$ cat config.mk
export PLATFORM = sky130hd
export DESIGN_NAME = stage0
export DESIGN_NICKNAME = d
export VERILOG_FILES = /design/src/rtl/stage0_pkg.sv /design/src/rtl/stage0_fetch_buf.sv /design/src/rtl/stage0.sv
export SDC_FILE = /design/constraint.sdc
export NUM_CORES = 1
export LEC_CHECK = 0
export ABC_CLOCK_PERIOD_IN_PS = 7660
export CORE_MARGIN = 2
export CORE_UTILIZATION = 45
export DETAILED_ROUTE_END_ITERATION = 10
export PLACE_DENSITY = 0.71
export SYNTH_ARGS = -nofsm -noshare
export SYNTH_HDL_FRONTEND = slang
export SYNTH_HIERARCHICAL = 1
export SYNTH_SLANG_ARGS = --single-unit
$ cat constraint.sdc
create_clock -name clk -period 7.66 [get_ports clk]
set_input_delay 2.298 -clock clk [delete_from_list [all_inputs] [get_ports clk]]
set_output_delay 2.298 -clock clk [all_outputs]
set_load 0.005 [all_outputs]
$ cat src/rtl/stage0_pkg.sv
// Shared constants for the fetch stage: instruction width and default widths.
package stage0_pkg;

  localparam int INSTR_WIDTH         = 64;
  localparam int DEFAULT_PC_WIDTH    = 10;
  localparam int DEFAULT_COUNT_WIDTH = 6;
  localparam int BUF_DEPTH           = 2;

endpackage

$ cat src/rtl/stage0_fetch_buf.sv
// Two-entry fetch buffer holding instruction, PC and a saturating age per entry.
module fetch_buf
  import stage0_pkg::*;
#(
  parameter int PC_WIDTH    = DEFAULT_PC_WIDTH,
  parameter int COUNT_WIDTH = DEFAULT_COUNT_WIDTH
) (
  input  logic                   clk,
  input  logic                   rst,
  input  logic                   push,
  input  logic [INSTR_WIDTH-1:0] push_data,
  input  logic [PC_WIDTH-1:0]    push_pc,
  input  logic                   pop,
  input  logic                   flush,
  output logic [1:0]             count,
  output logic [INSTR_WIDTH-1:0] head_data,
  output logic [PC_WIDTH-1:0]    head_pc,
  output logic [COUNT_WIDTH-1:0] head_age
);

  localparam logic [COUNT_WIDTH-1:0] AGE_MAX = '1;
  localparam logic [COUNT_WIDTH-1:0] AGE_ONE = COUNT_WIDTH'(1);

  logic rd_ptr_reg;
  logic wr_ptr_reg;

  logic                   entry_valid [BUF_DEPTH];
  logic [INSTR_WIDTH-1:0] entry_data  [BUF_DEPTH];
  logic [PC_WIDTH-1:0]    entry_pc    [BUF_DEPTH];
  logic [COUNT_WIDTH-1:0] entry_age   [BUF_DEPTH];

  for (genvar gi = 0; gi < BUF_DEPTH; gi++) begin : g_entry
    logic                   write_en;
    logic                   read_en;
    logic                   valid_reg;
    logic [INSTR_WIDTH-1:0] data_reg;
    logic [PC_WIDTH-1:0]    pc_reg;
    logic [COUNT_WIDTH-1:0] age_reg;

    assign write_en = push && !flush && (wr_ptr_reg == 1'(gi));
    assign read_en  = pop && !flush && (rd_ptr_reg == 1'(gi));

    always_ff @(posedge clk or posedge rst) begin
      if (rst) begin
        valid_reg <= 1'b0;
        data_reg  <= '0;
        pc_reg    <= '0;
        age_reg   <= '0;
      end else begin
        if (flush)         valid_reg <= 1'b0;
        else if (write_en) valid_reg <= 1'b1;
        else if (read_en)  valid_reg <= 1'b0;

        // Age counts cycles spent buffered, starting at 1 in the write cycle's successor.
        if (write_en) begin
          data_reg <= push_data;
          pc_reg   <= push_pc;
          age_reg  <= AGE_ONE;
        end else if (valid_reg && !flush && age_reg != AGE_MAX) begin
          age_reg <= age_reg + AGE_ONE;
        end
      end
    end

    assign entry_valid[gi] = valid_reg;
    assign entry_data[gi]  = data_reg;
    assign entry_pc[gi]    = pc_reg;
    assign entry_age[gi]   = age_reg;
  end

  always_ff @(posedge clk or posedge rst) begin
    if (rst) begin
      rd_ptr_reg <= 1'b0;
      wr_ptr_reg <= 1'b0;
    end else if (flush) begin
      rd_ptr_reg <= 1'b0;
      wr_ptr_reg <= 1'b0;
    end else begin
      if (push) wr_ptr_reg <= ~wr_ptr_reg;
      if (pop)  rd_ptr_reg <= ~rd_ptr_reg;
    end
  end

  assign count     = {1'b0, entry_valid[0]} + {1'b0, entry_valid[1]};
  assign head_data = entry_data[rd_ptr_reg];
  assign head_pc   = entry_pc[rd_ptr_reg];
  assign head_age  = entry_age[rd_ptr_reg];

endmodule

$ cat src/rtl/stage0.sv
// Fetch stage: PC sequencing, one-cycle memory read tracking and a 2-entry
// output buffer toward stage1, with branch-mispredict flush and redirect.
module stage0
  import stage0_pkg::*;
#(
  parameter int PC_WIDTH    = DEFAULT_PC_WIDTH,
  parameter int COUNT_WIDTH = DEFAULT_COUNT_WIDTH
) (
  input  logic                   clk,
  input  logic                   rst,
  input  logic                   branch_mispredict,
  input  logic [PC_WIDTH-1:0]    branch_target,
  output logic [PC_WIDTH-1:0]    inst_mem_addr,
  output logic                   inst_mem_rd_en,
  input  logic [INSTR_WIDTH-1:0] inst_mem_data,
  output logic [INSTR_WIDTH-1:0] instr_out,
  output logic [PC_WIDTH-1:0]    pc_out,
  output logic [COUNT_WIDTH-1:0] ocount,
  output logic                   vld,
  input  logic                   next_rdy
);

  logic [PC_WIDTH-1:0] pc_reg;
  logic [PC_WIDTH-1:0] inflight_pc_reg;
  logic                inflight_reg;

  logic [1:0] count;
  logic [2:0] occupancy;
  logic       pop;
  logic       push;
  logic       issue;

  assign vld  = (count != 2'd0) && !branch_mispredict;
  assign pop  = vld && next_rdy;
  assign push = inflight_reg && !branch_mispredict;

  // Slots committed after this cycle's transfer; buffered + in-flight never exceeds two.
  assign occupancy = 3'(count) + 3'(inflight_reg) - 3'(pop);
  assign issue     = !rst && !branch_mispredict && (occupancy < 3'd2);

  assign inst_mem_rd_en = issue;
  assign inst_mem_addr  = pc_reg;

  always_ff @(posedge clk or posedge rst) begin
    if (rst) begin
      pc_reg          <= '0;
      inflight_pc_reg <= '0;
      inflight_reg    <= 1'b0;
    end else begin
      inflight_reg <= issue;
      if (issue) inflight_pc_reg <= pc_reg;
      if (branch_mispredict) pc_reg <= branch_target;
      else if (issue)        pc_reg <= pc_reg + PC_WIDTH'(1);
    end
  end

  fetch_buf #(
    .PC_WIDTH   (PC_WIDTH),
    .COUNT_WIDTH(COUNT_WIDTH)
  ) u_fetch_buf (
    .clk      (clk),
    .rst      (rst),
    .push     (push),
    .push_data(inst_mem_data),
    .push_pc  (inflight_pc_reg),
    .pop      (pop),
    .flush    (branch_mispredict),
    .count    (count),
    .head_data(instr_out),
    .head_pc  (pc_out),
    .head_age (ocount)
  );

endmodule

=== Word-level counts from Yosys, hierarchy flattened ===
Cells that the tools add are included.

* Register bits: 185
* Input port bits: 78
* Output and inout port bits: 92
* Word-level logic and storage cells: 76

* Add/sub/neg operators: 6
* Magnitude comparators: 2
* Equal/unequal tests: 2
* Mux-type cells: 25
* Bitwise operators: 3
* Reduce and logical (&&, ||, !) cells: 25

{| class="wikitable"
|+ Operators with widths
! kind !! number
|-
| 64-bit 2-to-1 mux || 3
|-
| 10-bit 2-to-1 mux || 5
|-
| 6-bit 2-to-1 mux || 7
|-
| 1-bit logical AND || 15
|-
| 6-bit by 1-bit adder with 6-bit output, second input constant || 2
|-
| 6-bit inequality test, second input constant || 2
|-
| 2-bit nonzero test || 6
|-
| 10-bit by 1-bit adder with 10-bit output, second input constant || 1
|-
| 1-bit 2-to-1 mux || 10
|-
| 3-bit nonzero test || 2
|-
| 2-bit by 1-bit adder with 3-bit output || 1
|-
| 3-bit by 2-bit less-than comparator with 1-bit output, second input constant || 1
|-
| 3-bit by 1-bit subtractor with 3-bit output || 1
|-
| 1-bit by 1-bit adder with 2-bit output || 1
|-
| 2-bit greater-or-equal comparator, second input constant || 1
|-
| 1-bit logical NOT || 2
|-
| 1-bit NOT || 2
|-
| 1-bit NOT with 2-bit output || 1
|}

=== Depth between registers and ports, before layout ===
* Word-level depth: 9
* Gate-level depth with buffers: 13
* Depth with buffers taken out: 12

=== Hierarchy ===
Netlist, hierarchy kept.

{| class="wikitable"
|+ Modules (own cells, without submodules)
! module !! instances !! cells an instance !! area an instance (um^2) !! seq. area each (um^2)
|-
| fetch_buf || 1 || 798 || 7352.1 || 4103.9
|-
| stage0 || 1 || 114 || 1059.8 || 525.5
|}

=== Worst setup path before layout ===
No wires, ideal clock.

* Kind: input-to-output
* From: in branch_mispredict
* To: out inst_mem_rd_en
* Data arrival time: 4.437 ns
* Required time: 5.362 ns
* Slack: 0.925 ns
* Stages on the path: 10
* Path buffers: 2
* Path through: clkbuf_1 nor2_1 and2_1 ha_1 nand2b_1 fa_1 xor2_1 or3_4 inv_2 buf_2

* Longest elaborated chain between the ends: 6
* Elaborated cells on any way between the ends: 7
* Those cells by class: add/sub: 1; order compare: 1; reduce/logical: 5

{| class="wikitable"
|+ Ends and longest elaborated chain
! item !! RTL line !! RTL
|-
| from (decl) || stage0.sv:11 || <nowiki>input logic branch_mispredict,</nowiki>
|-
| 1-bit logical NOT || stage0.sv:33 || <nowiki>assign vld = (count != 2'd0) && !branch_mispredict;</nowiki>
|-
| 1-bit logical AND || stage0.sv:33 ||
|-
| named net vld || stage0.sv:19 || <nowiki>output logic vld,</nowiki>
|-
| 1-bit logical AND || stage0.sv:34 || <nowiki>assign pop = vld && next_rdy;</nowiki>
|-
| named net pop || stage0.sv:29 || <nowiki>logic pop;</nowiki>
|-
| 3-bit by 1-bit subtractor with 3-bit output || stage0.sv:38 || <nowiki>assign occupancy = 3'(count) + 3'(inflight_reg) - 3'(pop);</nowiki>
|-
| 3-bit by 2-bit less-than comparator with 1-bit output || stage0.sv:39 || <nowiki>assign issue = !rst && !branch_mispredict && (occupancy < 3'd2);</nowiki>
|-
| 1-bit logical AND || stage0.sv:39 ||
|-
| to (decl) || stage0.sv:14 || <nowiki>output logic inst_mem_rd_en,</nowiki>
|}

The timed path passes the listed nets, and every way through them passes these cells.

=== Worst setup path in the final report ===
* From: in branch_mispredict
* To: out inst_mem_rd_en

* Longest elaborated chain between the ends: 6
* Elaborated cells on any way between the ends: 7
* Those cells by class: add/sub: 1; order compare: 1; reduce/logical: 5

{| class="wikitable"
|+ Ends and longest elaborated chain
! item !! RTL line
|-
| 1-bit logical NOT || stage0.sv:33
|-
| 1-bit logical AND || stage0.sv:33
|-
| 1-bit logical AND || stage0.sv:34
|-
| named net pop || stage0.sv:29
|-
| 3-bit by 1-bit subtractor with 3-bit output || stage0.sv:38
|-
| 3-bit by 2-bit less-than comparator with 1-bit output || stage0.sv:39
|-
| 1-bit logical AND || stage0.sv:39
|}

The timed path passes the listed nets, and every way through them passes these cells.

==> results.md <==
| Item | Value |
|:---|:---|
| Result of the run | finished clean |
| Warnings from Yosys | 6 |
| Post CTS Setup Buffer Count | 0 |
| Count of buffers inserted at the top-level ports | 169 |
| Maximum vdd ir drop | 0.000158 V |
| Actual slew at the worst max-slew pin | 1.11 ns |
| Library cell with the largest summed area after synthesis | dfrtp_1 |
| Worst min-delay path startpoint | u_fetch_buf/g_entry[0].data_reg[27] |
| Via count | 6670 |
| Count of hold buffers inserted by post-cts repair | 0 |
| Final cycle utilization of the critical path | 96.1% |
| Synthesized area per cell | 9.22 um^2 |
| Maximum clock insertion buffer count | 2 |
| CORE AREA | 18500 um^2 |
| Max-cap violations | 0 |
| Standard-cell row count | 50 |
| Number of max-slew violations in the final report | 0 |
| Critical Path Source Type | input port |
| Initial core utilization | 45.4% |
| Clk root buf | clkbuf_16 |
| Fill cell total of the finished layout | 1633 |
| EDFF count, synth | 0 |
| Net count after synthesis | 996 |
| Number of optimization iterations in the first detailed-route pass | 4 |
| Worst R2R Path Depth | 13 |
| Vias in the first global route | 6647 |
| Maximum operating frequency | 136 MHz |
| Area occupied by registers | 4630 um^2 |
| Netlist area before placement | 8410 um^2 |
| Kind of end point of the critical path | primary output |
| Flip-flop and latch count after synthesis | 185 |
| Max transition margin | 26.3% |
| Pin count of the biggest net entering global routing | 78 |
| Number of CTS-inserted buffers | 17 |
| Global-route wire length before repair | 33600 um |
| Sum of negative setup slack | 0 ns |
| Final HPWL DP | 12600 um |
| Global routing usage summed across all routing layers | 21.0% |
| Portion of synthesized cell area occupied by the leading cell type | 55.0% |
| Final setup viols | 0 |
| Launch instance of the worst register-to-register path | u_fetch_buf/g_entry[0].valid_reg |
| Detailed-route wire length | 20000 um |
| Die outline width | 141 um |
| Area delta synth->final | 29.5% |
| Max reg flops | 128 |
| Post-synthesis sequential area ratio | 55.0% |
| Primary FF master, synth | dfrtp_1 |
| Remaining global-route overflow | 0 |
| Total number of clock tree sinks | 185 |
| RSZ-0062 raised after global routing | false |
| Leakage dissipation | 5.42 nW |
| Antenna violations before repair | 0 |
| Die height | 141 um |
| Final net count | 1145 |
| Distinct cell type count of the synthesized netlist | 45 |
| Final hold viol count | 0 |
| DRC violation total after the first TritonRoute iteration | 372 |
| Most used standard cell by instance count after synthesis | nand2_1 |
| Max Fanout on Critical Path | 6 |
| Crit path required time | 5.36 ns |
| Clock tree from TritonCTS | done |
| I/O pin total | 170 |
| Worst skew pair latency | 0.42 ns |
| Count of antenna-violating nets left after detailed routing | 0 |
| Most area-consuming cells after synthesis | dfrtp_1 55%, nand2_1 22%, mux2_2 11% |
| Vias per std cell | 5.10 |
| Path category of the worst min-delay check | reg2reg |
| Final critical-path required period | 7.36 ns |
| Worst reg2reg setup slack | 4.26 ns |
| H-tree lvl count | 4 |
| Category of the critical setup timing path | in2out |
| Floorplan die area | 19800 um^2 |
| Worst hold margin | 0.470 ns |
| Fraction of final layout cells with drive strength greater than 1 | 12.1% |
| Cells after Synth | 912 |
| Fraction of synthesis flops using an asynchronous set or reset pin | 100% |
| Detail-routed net length per standard cell | 15.3 um |
| Clock edge transition at the registers on the reported setup and hold paths | 0.06 ns |
| Cells on Worst Hold Path | 2 |
| Maximum clock skew at final layout | 0.00794 ns |
| Endpoint of the worst register-to-register path | inst_mem_addr[8] |
| Total power divided by cell area | 265 nW/um^2 |
| DRC violations left | 0 |
| Arrival time of the worst setup path | 5.06 ns |
| Number of gates given a new drive strength after cts | 0 |
| Global placer's final weighted congestion | 0.813 |
| Sink of the worst hold path | u_fetch_buf/g_entry[0].data_reg[27] |
| Antenna diode instance count | 0 |
| Post-synth top cells | 482 x nand2_1, 185 x dfrtp_1, 80 x mux2_2, 24 x buf_2, 20 x clkbuf_1 |
| Multi-input combinational cell area | 3510 um^2 |
-- layout by cell type, fill, tap and decap left out, types with 2 or more instances in the layout --
cell,count
buf_4,10
nand2b_1,3
and4b_1,6
mux2_2,80
clkbuf_16,17
o311ai_0,3
a31oi_1,3
clkbuf_8,2
a311oi_1,2
mux2i_1,4
and3b_1,2
clkdlybuf4s50_1,169
nor2_1,8
a41oi_1,2
ha_1,5
and3_1,6
xnor2_1,3
nor2b_1,3
a221o_1,4
nand2_1,482
nor3_1,5
inv_1,6
clkinv_4,2
o311ai_1,3
inv_6,3
dfrtp_1,184
a21oi_1,5
bufinv_16,4
nand3_1,7
o21ai_0,12
clkinvlp_4,3
and2_1,4
-- critical path, stage by stage --
cell and delay (ns):
clkdlybuf4s50_1 0.42, nor2_1 0.13, and2_1 0.24, ha_1 0.26
nand2b_1 0.15, fa_1 0.38, xor2_1 0.23, or3_4 0.41
inv_2 0.07, clkdlybuf4s50_1 0.49
-- stage by stage --
step | area, um^2 | cells | util [%] | setup slack (ns) | power, mW
global route | 10900 | 1307 | 58.8 | 0.153 | 3.05
detailed placement | 10300 | 1276 | 55.4 | 0.322 | 1.95
finish | 10900 | 1307 | 58.8 | 0.298 | 2.88
global placement | 10300 | 1276 | 55.4 | 0.325 | 1.94
CTS | 10900 | 1307 | 58.8 | 0.299 | 2.92
floorplan | 8410 | 912 | - | 0.925 | 1.58
-- report_power, final --
part	internal (mW)	switching, mW
Combinational	0.402	0.254
Sequential	1.16	0.114
Clock	0.568	0.386
Total	2.13	0.754
-- logic make-up (layout without fill, tap and decap cells) --
group | after synthesis | count (layout) | share of synthesized area [%]
adder cells (fa/ha/maj) | 6 | 6 | 0.982
multiplexers | 85 | 85 | 11.3
buffers and inverters | 58 | 219 | 3.39
flip-flops | 185 | 185 | 55.0
XOR/XNOR | 4 | 4 | 0.417
AO/OA/AOI/OAI | 37 | 37 | 3.02
AND/OR/NAND/NOR | 537 | 537 | 25.8
-- cell type report --
class	instances	area share [%]
clock buffer	19	4.16
clock inverter	12	1.73
inverter	8	0.322
multi-input combinational	669	32.2
sequential	185	42.5
tap	234	2.69
timing repair buffer	180	16.4
-- how the worst max path moves through the flow --
stage	slack, ns	endpoint	startpoint
after floorplan	0.93	u_fetch_buf/g_entry[0].age_reg[0]	rst
after global placement	0.33	inst_mem_rd_en	branch_mispredict
after detailed placement	0.32	inst_mem_rd_en	branch_mispredict
after CTS	0.30	inst_mem_rd_en	branch_mispredict
after global routing	0.15	inst_mem_rd_en	branch_mispredict
final	0.30	inst_mem_rd_en	branch_mispredict
-- metal layers --
layer	vias to the layer above	track usage, %	wire length, um
met5	-	0	0
met4	0	6.47	318
met3	18	3.33	839
met2	180	34.0	9470
met1	3244	29.3	9350
li1	3228	-	-
Note: power is estimated with default switching activity, not from simulation.
==> RTL change (same settings) <==
The package constant `DEFAULT_COUNT_WIDTH` goes from 6 to 4.
--- a/src/rtl/stage0_pkg.sv
+++ b/src/rtl/stage0_pkg.sv
@@ -3,7 +3,7 @@
 
   localparam int INSTR_WIDTH         = 64;
   localparam int DEFAULT_PC_WIDTH    = 10;
-  localparam int DEFAULT_COUNT_WIDTH = 6;
+  localparam int DEFAULT_COUNT_WIDTH = 4;
   localparam int BUF_DEPTH           = 2;
 
 endpackage
Interface: changed (resized ocount); port bits go from 170 to 168. No check against the original RTL was run, so the function may have changed too.
==> RTL change against the original RTL <==
- critical path depth is the same
- critical path type unchanged
- synthesized cell count shrank 20%
- largest cell class unchanged
- worst setup slack gained 28 ps
- synthesized area shrank 3.4%
- worst hold slack gained 1.1 ps
- routed wire length shrank 8.7%
- total power shrank 6.3%
- cell area shrank 3.6%
- sequential cell count shrank 4
==> RTL change: results (changes against the original RTL) <==
[drt]
wl_per_cell_um=16.1  ; +5.6%
drt-met1-wl_um=8610  ; -7.9%
wl_met2_um=8770  ; -7.4%
route.met3.wl_um=721  ; -14%
initialDrtViolationCount=405  ; +8.9%
viasPerCell=5.08  ; -0.55%

[grt]
grt_pass1_wl_um=30800  ; -8.2%
antenna_found_initial=0  ; unchanged
grt_max_degree=114  ; +46%
grt_usage_pct=19.8  ; -1.2 points
grt_pass1_vias=6120  ; -7.9%

[sta]
fin_worst_skew_ps=10.6  ; +2.65 ps
holdWs_ps=471  ; +1.05 ps
min_period_ps=7330  ; -28.2 ps
finalSetupTns_ps=0  ; unchanged
relSlewSlack_pct=29.7  ; +3.4 points

[pwr]
cellLeakagePower_uw=0.00506  ; -6.6%
ir_worst_vdd_mv=0.159  ; +0.96%
switching_power_uw=711  ; -5.7%

[setup_path]
regToRegSetupSlack_ps=4280  ; +20 ps
worstPathArrival_ps=5040  ; -20 ps
worstReg2RegStart=u_fetch_buf/g_entry[0].valid_reg$_DFFE_PP0P_

[final_layout]
fillers=1516  ; -7.2%
final_nets=971  ; -15%
largest_reg_flops=128  ; unchanged
drive_above_1_share_pct=21.8  ; +9.7 points

[synth]
synth_area_leaders=dfrtp_1 (56%), mux2_2 (21%), nand2_1 (12%)
postSynth.asyncResetShare_pct=100  ; unchanged
seq_area_frac_synth_pct=55.8  ; +0.73 points
yosys.cell_types.count=40  ; -11%
syn_nets=818  ; -18%
synth_common_cells=nand2_1 (264), dfrtp_1 (181), mux2_2 (151)

[worst_hold_path]
min_from=u_fetch_buf/g_entry[0].data_reg[48]$_DFFE_PP0P_
hp-class=flop to flop

[placement]
numPortBuffers=167  ; -1.2%
place_worst_setup_slack_ps=338  ; +15.2 ps
dp_hpwl_um=11400  ; -9.7%
gp_congestion=0.846  ; +4.1%

[cts]
clkLatencyLatePin_ps=420  ; about the same
postCtsResizedCells=0  ; unchanged

[status]
outcome=finished clean

==> RTL change: routing by layer <==
layer / up-vias / GRT usage [%]
met4: 0 / 4.62
met3: 7 / 4.30
met1: 2842 / 26.8
met5: - / 0
met2: 126 / 32.8
li1: 2755 / -
==> RTL change: power groups by stage <==
stage | Clock [uW] | Combinational, uW | Sequential [uW]
after floorplan | 0 | 314 | 1220
after global placement | 0 | 620 | 1250
after detailed placement | 0 | 631 | 1260
after CTS | 863 | 636 | 1240
after global routing | 899 | 690 | 1260
final | 840 | 626 | 1240
==> RTL change: per-stage QoR <==
stage                     cell area, sq um  utilization (%)  cells
after floorplan                       8120                -    734
after global placement                9940             55.7   1097
after detailed placement              9940             55.7   1097
after CTS                            10500             58.9   1129
after global routing                 10500             58.9   1129
final                                10500             58.9   1129
==> RTL change: final timing paths <==
check                                                             endpoint  depth (start not counted)
max reg2reg                                   inst_mem_addr[8]$_DFFE_PP0P_                         13
min in group asynchronous                   inflight_pc_reg[1]$_DFFE_PP0P_                          2
max in group asynchronous  u_fetch_buf/g_entry[1].data_reg[26]$_DFFE_PP0P_                          3
max                                                         inst_mem_rd_en                         10
min reg2reg                u_fetch_buf/g_entry[0].data_reg[48]$_DFFE_PP0P_                          2
min                        u_fetch_buf/g_entry[0].data_reg[48]$_DFFE_PP0P_                          2
==> RTL change: layout make-up <==
type	count	area share [%]
Sequential cell	181	43.1
Clock inverter	12	1.13
Tap cell	229	2.73
Multi-Input combinational cell	503	31.8
Clock buffer	20	4.25
Inverter	9	0.369
Timing Repair Buffer	175	16.6
==> RTL change: worst max-delay path: cells and delay by family <==
family                   cells  cell delay [ps]
adder cells (fa/ha/maj)      2              640
XOR/XNOR                     1              220
AND/OR/NAND/NOR              4              900
buffers and inverters        3              970
==> RTL change: logic make-up (layout without fill, tap and decap cells) <==
kind of cell / count (synthesis) / in the layout / share of synthesized area [%]
simple gates: 305 / 305 / 15.3
flops: 181 / 181 / 55.8
mux: 154 / 154 / 21.3
buf+inv: 50 / 216 / 3.23
compound gates: 34 / 34 / 2.90
fa+ha+maj: 6 / 6 / 1.02
xor+xnor: 4 / 4 / 0.431
